`src/rtl/uart_pkg.sv`:
```
// ---------------------------------------------------------------------------
// uart_pkg
// Definitions shared by the UART link blocks (tx/rx tops, echo responder).
//   FRAME_WIDTH_DEF : default payload bits per UART frame
//   state_t         : echo responder FSM encoding (ST_IDLE .. ST_WAIT_DONE)
//   clog2()         : ceiling log2 for use in parameter expressions
// ---------------------------------------------------------------------------
package uart_pkg;

  localparam int FRAME_WIDTH_DEF = 10;

  typedef enum logic [1:0] {
    ST_IDLE      = 2'd0,
    ST_LOAD      = 2'd1,
    ST_SEND      = 2'd2,
    ST_WAIT_DONE = 2'd3
  } state_t;

  // Smallest r with 2**r >= value (value >= 1).
  function automatic int clog2(input int value);
    int r;
    r = 0;
    for (int i = 0; i < 31; i++) begin
      if ((1 << i) < value) r = i + 1;
    end
    return r;
  endfunction

endpackage

```
`src/rtl/uart_sync_fifo.sv`:
```
// ---------------------------------------------------------------------------
// uart_sync_fifo
// Single-clock FIFO, parameterised width and depth (depth a power of two,
// minimum 2). Pointers wrap naturally; occupancy is tracked by an explicit
// level counter so full (level == DEPTH) and empty (level == 0) are exact.
// A push while full is accepted only when a pop happens in the same cycle.
// The head word is presented combinationally on o_rdata; the consumer is
// expected to register it when it pops.
//   i_clk, i_rst       : clock, asynchronous active-high reset
//   i_push, i_wdata    : write request and data
//   i_pop, o_rdata     : read request and head-of-queue data
//   o_full, o_empty    : occupancy flags
//   o_level            : number of stored words (0..DEPTH)
// ---------------------------------------------------------------------------
module uart_sync_fifo
  import uart_pkg::*;
#(
  parameter int WIDTH = 10,
  parameter int DEPTH = 8,
  localparam int AW   = clog2(DEPTH),
  localparam int LW   = AW + 1
) (
  input  logic             i_clk,
  input  logic             i_rst,
  input  logic             i_push,
  input  logic [WIDTH-1:0] i_wdata,
  input  logic             i_pop,
  output logic [WIDTH-1:0] o_rdata,
  output logic             o_full,
  output logic             o_empty,
  output logic [LW-1:0]    o_level
);

  logic [WIDTH-1:0] r_mem [DEPTH];
  logic [AW-1:0]    r_wr_ptr;
  logic [AW-1:0]    r_rd_ptr;
  logic [LW-1:0]    r_level;
  logic             w_push_ok;
  logic             w_pop_ok;

  assign o_full    = (r_level == LW'(DEPTH));
  assign o_empty   = (r_level == '0);
  assign o_level   = r_level;
  assign o_rdata   = r_mem[r_rd_ptr];

  assign w_pop_ok  = i_pop & ~o_empty;
  // At full, a same-cycle pop frees the slot the write lands in.
  assign w_push_ok = i_push & (~o_full | w_pop_ok);

  // Storage is not reset: contents are meaningless once the pointers clear.
  always_ff @(posedge i_clk) begin
    if (w_push_ok) r_mem[r_wr_ptr] <= i_wdata;
  end

  always_ff @(posedge i_clk or posedge i_rst) begin
    if (i_rst) begin
      r_wr_ptr <= '0;
      r_rd_ptr <= '0;
      r_level  <= '0;
    end else begin
      if (w_push_ok) r_wr_ptr <= r_wr_ptr + AW'(1);
      if (w_pop_ok)  r_rd_ptr <= r_rd_ptr + AW'(1);
      case ({w_push_ok, w_pop_ok})
        2'b10:   r_level <= r_level + LW'(1);
        2'b01:   r_level <= r_level - LW'(1);
        default: r_level <= r_level;
      endcase
    end
  end

endmodule

```
`src/rtl/uart_echo_responder.sv`:
```
// ---------------------------------------------------------------------------
// uart_echo_responder
// Far-end loopback: every good frame received from uart_rx_top is queued
// and re-transmitted, in order, through uart_tx_top.
// Optional feature macro: UART_ECHO_ERR_CNT_EN adds err_cnt, a saturating
// count of received frames carrying a data or frame error.
//   sys_clk, reset        : clock, asynchronous active-high reset
//   uart_rx_dout/done     : received frame and its valid level
//   uart_rx_data_error    : parity/data error of the current frame
//   uart_rx_frame_error   : stop-bit error of the current frame
//   uart_tx_done          : transmitter idle/ready
//   uart_tx_en/din        : transmit request and frame
//   fifo_level            : frames buffered
//   overflow              : sticky, a good frame was lost to a full FIFO
//   busy                  : FSM active or frames pending
//   err_cnt (optional)    : errored-frame count, saturating at 255
// ---------------------------------------------------------------------------
module uart_echo_responder
  import uart_pkg::*;
#(
  parameter int FRAME_WIDTH  = FRAME_WIDTH_DEF,
  parameter int FIFO_DEPTH   = 8,
  parameter int DROP_ERRORED = 1,
  localparam int LW          = clog2(FIFO_DEPTH) + 1
) (
  input  logic                   sys_clk,
  input  logic                   reset,
  input  logic [0:FRAME_WIDTH-1] uart_rx_dout,
  input  logic                   uart_rx_done,
  input  logic                   uart_rx_data_error,
  input  logic                   uart_rx_frame_error,
  input  logic                   uart_tx_done,
  output logic                   uart_tx_en,
  output logic [0:FRAME_WIDTH-1] uart_tx_din,
  output logic [LW-1:0]          fifo_level,
  output logic                   overflow,
  output logic                   busy
`ifdef UART_ECHO_ERR_CNT_EN
  ,
  output logic [7:0]             err_cnt
`endif
);

  state_t                 r_state;
  state_t                 w_state_next;
  logic                   r_rx_done_d;
  logic                   r_overflow;
  logic [FRAME_WIDTH-1:0] r_tx_din;
  logic [FRAME_WIDTH-1:0] w_rx_frame;
  logic [FRAME_WIDTH-1:0] w_head;
  logic                   w_capture;
  logic                   w_err;
  logic                   w_good;
  logic                   w_pop;
  logic                   w_full;
  logic                   w_empty;
  logic [LW-1:0]          w_level;

  // One event per frame: rising edge of the rx_done level.
  assign w_capture  = uart_rx_done & ~r_rx_done_d;
  assign w_err      = uart_rx_data_error | uart_rx_frame_error;
  assign w_good     = w_capture & ~((DROP_ERRORED != 0) & w_err);
  assign w_pop      = (r_state == ST_LOAD);
  assign w_rx_frame = uart_rx_dout;

  uart_sync_fifo #(
    .WIDTH (FRAME_WIDTH),
    .DEPTH (FIFO_DEPTH)
  ) u_fifo (
    .i_clk   (sys_clk),
    .i_rst   (reset),
    .i_push  (w_good),
    .i_wdata (w_rx_frame),
    .i_pop   (w_pop),
    .o_rdata (w_head),
    .o_full  (w_full),
    .o_empty (w_empty),
    .o_level (w_level)
  );

  always_ff @(posedge sys_clk or posedge reset) begin
    if (reset) begin
      r_state     <= ST_IDLE;
      r_rx_done_d <= 1'b0;
      r_overflow  <= 1'b0;
      r_tx_din    <= '0;
    end else begin
      r_state     <= w_state_next;
      r_rx_done_d <= uart_rx_done;
      // Lost only if no pop frees a slot in the same cycle.
      if (w_good & w_full & ~w_pop) r_overflow <= 1'b1;
      if (w_pop) r_tx_din <= w_head;
    end
  end

  always_comb begin
    w_state_next = r_state;
    case (r_state)
      ST_IDLE:      if (!w_empty && uart_tx_done) w_state_next = ST_LOAD;
      ST_LOAD:      w_state_next = ST_SEND;
      ST_SEND:      if (!uart_tx_done) w_state_next = ST_WAIT_DONE;
      ST_WAIT_DONE: if (uart_tx_done) w_state_next = ST_IDLE;
      default:      w_state_next = ST_IDLE;
    endcase
  end

  // Decoded from state so an asynchronous reset drops the request at once.
  assign uart_tx_en  = (r_state == ST_SEND);
  assign uart_tx_din = r_tx_din;
  assign fifo_level  = w_level;
  assign overflow    = r_overflow;
  assign busy        = (r_state != ST_IDLE) | ~w_empty;

`ifdef UART_ECHO_ERR_CNT_EN
  logic [7:0] r_err_cnt;

  always_ff @(posedge sys_clk or posedge reset) begin
    if (reset) begin
      r_err_cnt <= 8'd0;
    end else if (w_capture && w_err && (r_err_cnt != 8'hFF)) begin
      r_err_cnt <= r_err_cnt + 8'd1;
    end
  end

  assign err_cnt = r_err_cnt;
`endif

endmodule

```
`config.mk`:
```
export PLATFORM = sky130hd
export DESIGN_NAME = uart_echo_responder
export DESIGN_NICKNAME = d
export VERILOG_FILES = /design/src/rtl/uart_pkg.sv /design/src/rtl/uart_sync_fifo.sv /design/src/rtl/uart_echo_responder.sv
export SDC_FILE = /design/constraint.sdc
export NUM_CORES = 1
export LEC_CHECK = 0
export BUFFER_PORTS_ARGS = -buffer_cell sky130_fd_sc_hd__clkbuf_2
export CORE_MARGIN = 8
export CORE_UTILIZATION = 38
export CTS_CLUSTER_SIZE = 28
export DETAILED_ROUTE_END_ITERATION = 16
export PLACE_DENSITY_LB_ADDON = 0.08
export SYNTH_ARGS = -nofsm -noshare
export SYNTH_HDL_FRONTEND = slang
export SYNTH_SLANG_ARGS = --single-unit
```
`constraint.sdc`:
```
create_clock -name sys_clk -period 3.3 [get_ports sys_clk]
set_input_delay 0.33 -clock sys_clk [delete_from_list [all_inputs] [get_ports sys_clk]]
set_output_delay 0.33 -clock sys_clk [all_outputs]
set_load 0.01 [all_outputs]
```
== Yosys cells after proc, flatten, opt, wreduce, memory -nomap -nowiden ==
Memories as Yosys holds them, arrays and structs flattened. A register that Yosys moved wholly into a read port is not among the register bits.
Index checks and enable logic that the tools add are counted.
Storage, ports and cells
  memories: 1
  memory bits (writable): 80
  bits in read-only memories: 0
  input bits: 16
  flip-flop bits (word level): 14
  word-level logic and storage cells: 48
  output and inout bits: 17
  bits in latches: 0
Memories
  u_fifo.r_mem: words 8, width 10, rd ports 1, clocked after memory_dff 1, write ports 1, RTL line uart_sync_fifo.sv:34  | logic [WIDTH-1:0] r_mem [DEPTH];
Cells by class
  mux-type cells: 7
  $mul: 0
  shifts and indexed selects: 0
  magnitude comparators: 0
  divide/modulo/power cells: 0
  add/sub/neg operators: 4
  bitwise operators: 14
  reduce and logical (&&, ||, !) cells: 7
  eq/ne operators: 9
Operator list (count)
  2-bit case mux with 4 select lines: 1
  4-bit case mux with 2 select lines: 1
  3-bit by 1-bit adder with 3-bit output (second input constant): 2
  1-bit bitwise AND: 6
  2-bit equality test (second input constant): 3
  2-bit two-way mux: 3
  2-bit inequality test (second input constant): 3
  1-bit inverter: 5
  4-bit by 1-bit adder with 4-bit output (second input constant): 1
  2-bit by 1-bit equality test with 1-bit output (second input constant): 2
  4-bit equality test (second input constant): 1
  4-bit logical NOT: 1
  2-bit nonzero test: 2
  4-bit by 1-bit subtractor with 4-bit output (second input constant): 1
  1-bit bitwise OR: 3
  3-bit AND reduction: 1
  2-bit logical NOT: 1
  1-bit two-way mux: 2
  1-bit logical AND: 1
  1-bit logical NOT: 1

== Logic depth before layout (Yosys ltp) ==
  depth after elaboration: 7
  depth in mapped cells: 9
  gate-level depth less buffers: 9

== Hierarchy ==
From an unflattened synthesis, not the netlist that was laid out.
Unflattened totals
  cells, all modules: 234
  area, all modules: 4312.9 µm²
By module, submodules not included
  uart_sync_fifo: times used 1, cells each 187, seq. area each 2652.5 µm², area an instance 3669.8 µm²
  uart_echo_responder: times used 1, cells each 47, seq. area each 350.3 µm², area an instance 643.1 µm²

== Least setup slack after synthesis ==
Ideal clock, no wire load.
  path type: register -> register
  start point: reg r_state[1]
  end point: mem u_fifo.r_mem[0][0] (enable)
  arrival: 2.155 ns
  path buffers: 0
  library setup time: 0.403 ns
  setup slack: 0.741 ns
  required time: 2.897 ns
  clock period less this slack: 2.559 ns
  cell stages (with the launch flop): 6
  cell sequence: dfrtp_1 inv_1 ha_1 nand2b_1 o21ai_4 nor4_1
On the way
  word-level cells in the longest chain between the ends: 6
RTL lines
  start: declaration: RTL line uart_echo_responder.sv:44  | state_t r_state;
  start signal: assignment: RTL line uart_echo_responder.sv:88  | r_state <= w_state_next;
  2-bit by 1-bit equality test with 1-bit output: RTL line uart_echo_responder.sv:63  | assign w_pop = (r_state == ST_LOAD);
  1-bit bitwise AND: RTL line uart_sync_fifo.sv:46  | assign w_pop_ok = i_pop & ~o_empty;
  1-bit bitwise OR: RTL line uart_sync_fifo.sv:48  | assign w_push_ok = i_push & (~o_full | w_pop_ok);
  1-bit bitwise AND: RTL line uart_sync_fifo.sv:48
  1-bit two-way mux: RTL line uart_sync_fifo.sv:52  | if (w_push_ok) r_mem[r_wr_ptr] <= i_wdata;
  1-bit two-way mux (not written as such): RTL line uart_sync_fifo.sv:52
  end: declaration: RTL line uart_sync_fifo.sv:34
Every way passes these cells.

== Worst setup path in the final report ==
  start point: reg u_fifo.r_level[0], in the netlist u_fifo.o_level[0]
  end point: out busy
On the way
  word-level cells in the longest chain between the ends: 3
RTL lines
  start: declaration: RTL line uart_sync_fifo.sv:37  | logic [LW-1:0] r_level;
  start signal: assignment: RTL line uart_sync_fifo.sv:64  | 2'b10: r_level <= r_level + LW'(1);
  start signal: assignment: RTL line uart_sync_fifo.sv:65  | 2'b01: r_level <= r_level - LW'(1);
  start signal: assignment: RTL line uart_sync_fifo.sv:66  | default: r_level <= r_level;
  4-bit logical NOT: RTL line uart_sync_fifo.sv:42  | assign o_empty = (r_level == '0);
  1-bit inverter: RTL line uart_echo_responder.sv:112  | assign busy = (r_state != ST_IDLE) | ~w_empty;
  1-bit bitwise OR: RTL line uart_echo_responder.sv:112
  end: declaration: RTL line uart_echo_responder.sv:37  | output logic busy
Every way passes these cells.

==> run_results.csv <==
group,metric,value,unit
run_status,status,"finished clean",
global_routing,grt_max_degree,25,
setup_path,r2r_cells,8,
die,rows,39,
finish,diodes,0,
global_routing,antenna_found_initial,0,
timing,final.setup.tns,0,ns
global_routing,grt_overflow_total,0,
min_path,hold_path_class,"in -> reg",
pwr,power.leakage,1.922,nW
clock_tree,clkSinkCount,104,
global_routing,grt_pass1_vias,2458,
global_routing,grt_util_all_layers,13.40,%
clock_tree,htree_levels,3,
timing,fin_crit,2.379,ns
clock_tree,root_buffer,"clkbuf_16",
timing,finalCritPeriodShare,72.08,%
placed_design,dpl.hpwl,6.586,mm
timing,rsz0062_at_grt,"false",
logic_synthesis,yosysSeqAreaShare,67.74,%
pwr,share_comb_of_total_power,32.0,%
routing,route.vias.total,2498,
die,die_h,124.0,um
clock_tree,clock_path_buffers,2,
timing,fin_worst_skew,0.005262,ns
setup_path,cp_data_arrival_time,2.05,ns
logic_synthesis,syn_inst,289,
finish,final_layout_size_suffix_gt1_share,21.02,%
global_routing,grt_use_met3,3.400,%
timing,tightestPinTransition,0.9862,ns
die,die_w,124.0,um
logic_synthesis,syn_area,4433,um^2
clock_tree,clock_latency,0.34,ns
timing,slew_viol_final,0,
logic_synthesis,async_flop_share,23.08,%
pwr,powerDensity,806.9,nW/um^2
logic_synthesis,ys_ff_latch,104,
placed_design,gp_congestion,0.7580,
global_routing,top_usage_layer,"met2",
routing,dr.pass1.iters,4,
routing,drcViolationCount,0,
die,pin_count,33,
finish,syn_to_final_growth,14.20,%
finish,fin_nets,352,
timing,hold_violations,0,
die,design.core.area,11420,um^2
pwr,swShare,34.94,%
clock_tree,cts-buffers-inserted,9,
setup_path,reg2reg_slack,1.00,ns
logic_synthesis,synth-edff-count,80,
setup_path,path_cells,"or3_1 -> or3_2 -> clkbuf_2",
clock_tree,clk_pin_slew,0.07,ns
routing,avgRoutedWirePerCell,20.36,um
logic_synthesis,syn_area_per_cell,15.34,um^2
clock_tree,post_cts_resized,0,
logic_synthesis,ys.flop_type,"edfxtp_1",
pwr,p_sw,1.427,mW
setup_path,cp_num_cells,3,
pwr,internal_power,2.657,mW
timing,setup_viol,0,
setup_path,critPathSlowestCell,"or3_1",
logic_synthesis,synth.distinct_cells,43,
timing,fmax,420.4,MHz
placed_design,portBuffers,32,
pwr,peakVddDrop,494.1,uV
clock_tree,postCtsSetupBuffers,0,
routing,antenna_left,0,
setup_path,cp_top_family,"simple AND/OR/NAND/NOR gates",
global_routing,met2_usage,20.87,%
clock_tree,cts_tree,"built",
finish,fin_util,44.33,%
setup_path,cp_max_fo,9,
die,die_area,15380,um^2
logic_synthesis,ys_warn_count,0,
setup_path,critPathCaptureType,"output port",
global_routing,grt_pass1_wl,14.61,mm
clock_tree,holdBufCountCts,0,
routing,avgViaCountPerCell,5.248,
pwr,clockPowerShare,23.5,%
global_routing,grtUsageMet1,17.93,%
setup_path,cp_data_required_time,2.97,ns
setup_path,critPathLaunchType,"register",
setup_path,cpPeakStageDelay,0.60,ns
pwr,seqPwrFrac,44.5,%
routing,wl,9.692,mm
setup_path,worstSetupPathType,"reg -> out",
flow_run,max-cap-violations,0,
die,initial_utilization,38.82,%
min_path,min_path_cells,1,
logic_synthesis,syn-num-nets,313,
setup_path,crit_buf_inv,1,
timing,relSlewSlack,34.18,%
routing,drtIter0Drc,159,
-- cell usage after synthesis (all sizes together), types with 2 or more instances --
library cell	count	area, um^2
a211o	10	87.58
a22oi	11	82.58
a41o	10	100.1
buf	13	72.56
clkbuf	4	16.26
dfrtp	24	600.6
edfxtp	80	2402
ha	8	100.1
inv	9	33.78
mux2	2	26.27
mux2i	31	310.3
nand2	7	26.28
nand2b	4	25.02
nand3	11	55.05
nor2	7	26.28
nor2b	22	137.6
nor3	5	25.02
nor4	2	12.51
o211ai	3	22.52
o41ai	2	36.29
or3	2	13.77
xnor2	7	61.31
-- cell usage in the layout, fill, tap and decap left out, drive strengths merged, types with 2 or more instances in the layout --
cell and n:
a211o 10, a22oi 11, a41o 10, buf 13, clkbuf 42, clkinv 5, dfrtp 24, edfxtp 80
ha 8, inv 10, mux2 2, mux2i 31, nand2 7, nand2b 4, nand3 11, nor2 7
nor2b 22, nor3 5, nor4 2, o211ai 3, o41ai 2, or3 2, xnor2 7
-- stage by stage --
step	area (um^2)	hold slack (ns)	power (mW)	std cells	setup WS (ns)
after floorplan	4433	0.3446	2.739	289	0.7412
after global placement	4798	0.4598	3.159	460	1.070
after detailed placement	4798	0.4640	3.158	460	0.9875
after CTS	5062	0.1022	4.128	476	0.9060
after global routing	5062	0.1053	4.319	476	0.8195
final	5062	0.1104	4.085	476	0.9212
-- path summary, 6_finish.rpt --
kind | from | endpoint
max in group asynchronous | reset | u_fifo.r_rd_ptr[0]$_DFFE_PP0P_
max reg2reg | r_state[1]$_DFFE_PP0P_ | u_fifo.o_level[2]$_DFFE_PP0P_
max | u_fifo.o_level[0]$_DFFE_PP0P_ | busy
min reg2reg | overflow$_DFFE_PP0P_ | overflow$_DFFE_PP0P_
min in group asynchronous | reset | uart_tx_din[0]$_DFFE_PP0N_
min | uart_rx_done | r_rx_done_d$_DFF_PP0_
-- flip-flops by register name, indices dropped and copies added, names as in the netlist --
register	cells
u_fifo.r_wr_ptr	3
u_fifo.r_mem	80
u_fifo.r_rd_ptr	3
r_rx_done_d	1
u_fifo.o_level	4
uart_tx_din	10
overflow	1
r_state	2
-- routing by layer --
layer	vias up	wire length [um]
met4	0	125
met2	50	4614
met3	9	399
li1	1188	-
met1	1251	4553
met5	-	0
-- power by group through the flow --
stage	combinational (mW)	clock, mW	sequential (mW)
2_1_floorplan	1.01	0	1.73
3_3_place_gp	1.32	0	1.84
3_5_place_dp	1.32	0	1.84
4_1_cts	1.33	0.981	1.82
5_1_grt	1.45	1.02	1.85
6_report	1.31	0.961	1.82
-- kinds of logic after synthesis --
logic type	Yosys count	synth area share [%]
DFF	104	67.74
and+or+nand+nor	64	8.185
AOI/OAI and AO/OA	47	10.08
muxes	33	7.592
buffers and inverters	26	2.766
adders and majority gates	8	2.258
xor gates and xnor gates	7	1.383
-- cell type report --
cell class / instances / area, um^2
clock buffers: 10 / 229.0
clock inverters: 6 / 35.03
fillers: 1059 / 6356
flip-flops and latches: 104 / 3004
multi-input cells: 159 / 1324
repair buffers: 45 / 257.7
well taps: 143 / 178.9
inverters: 9 / 33.78
Power figures use the tool's default switching activity.
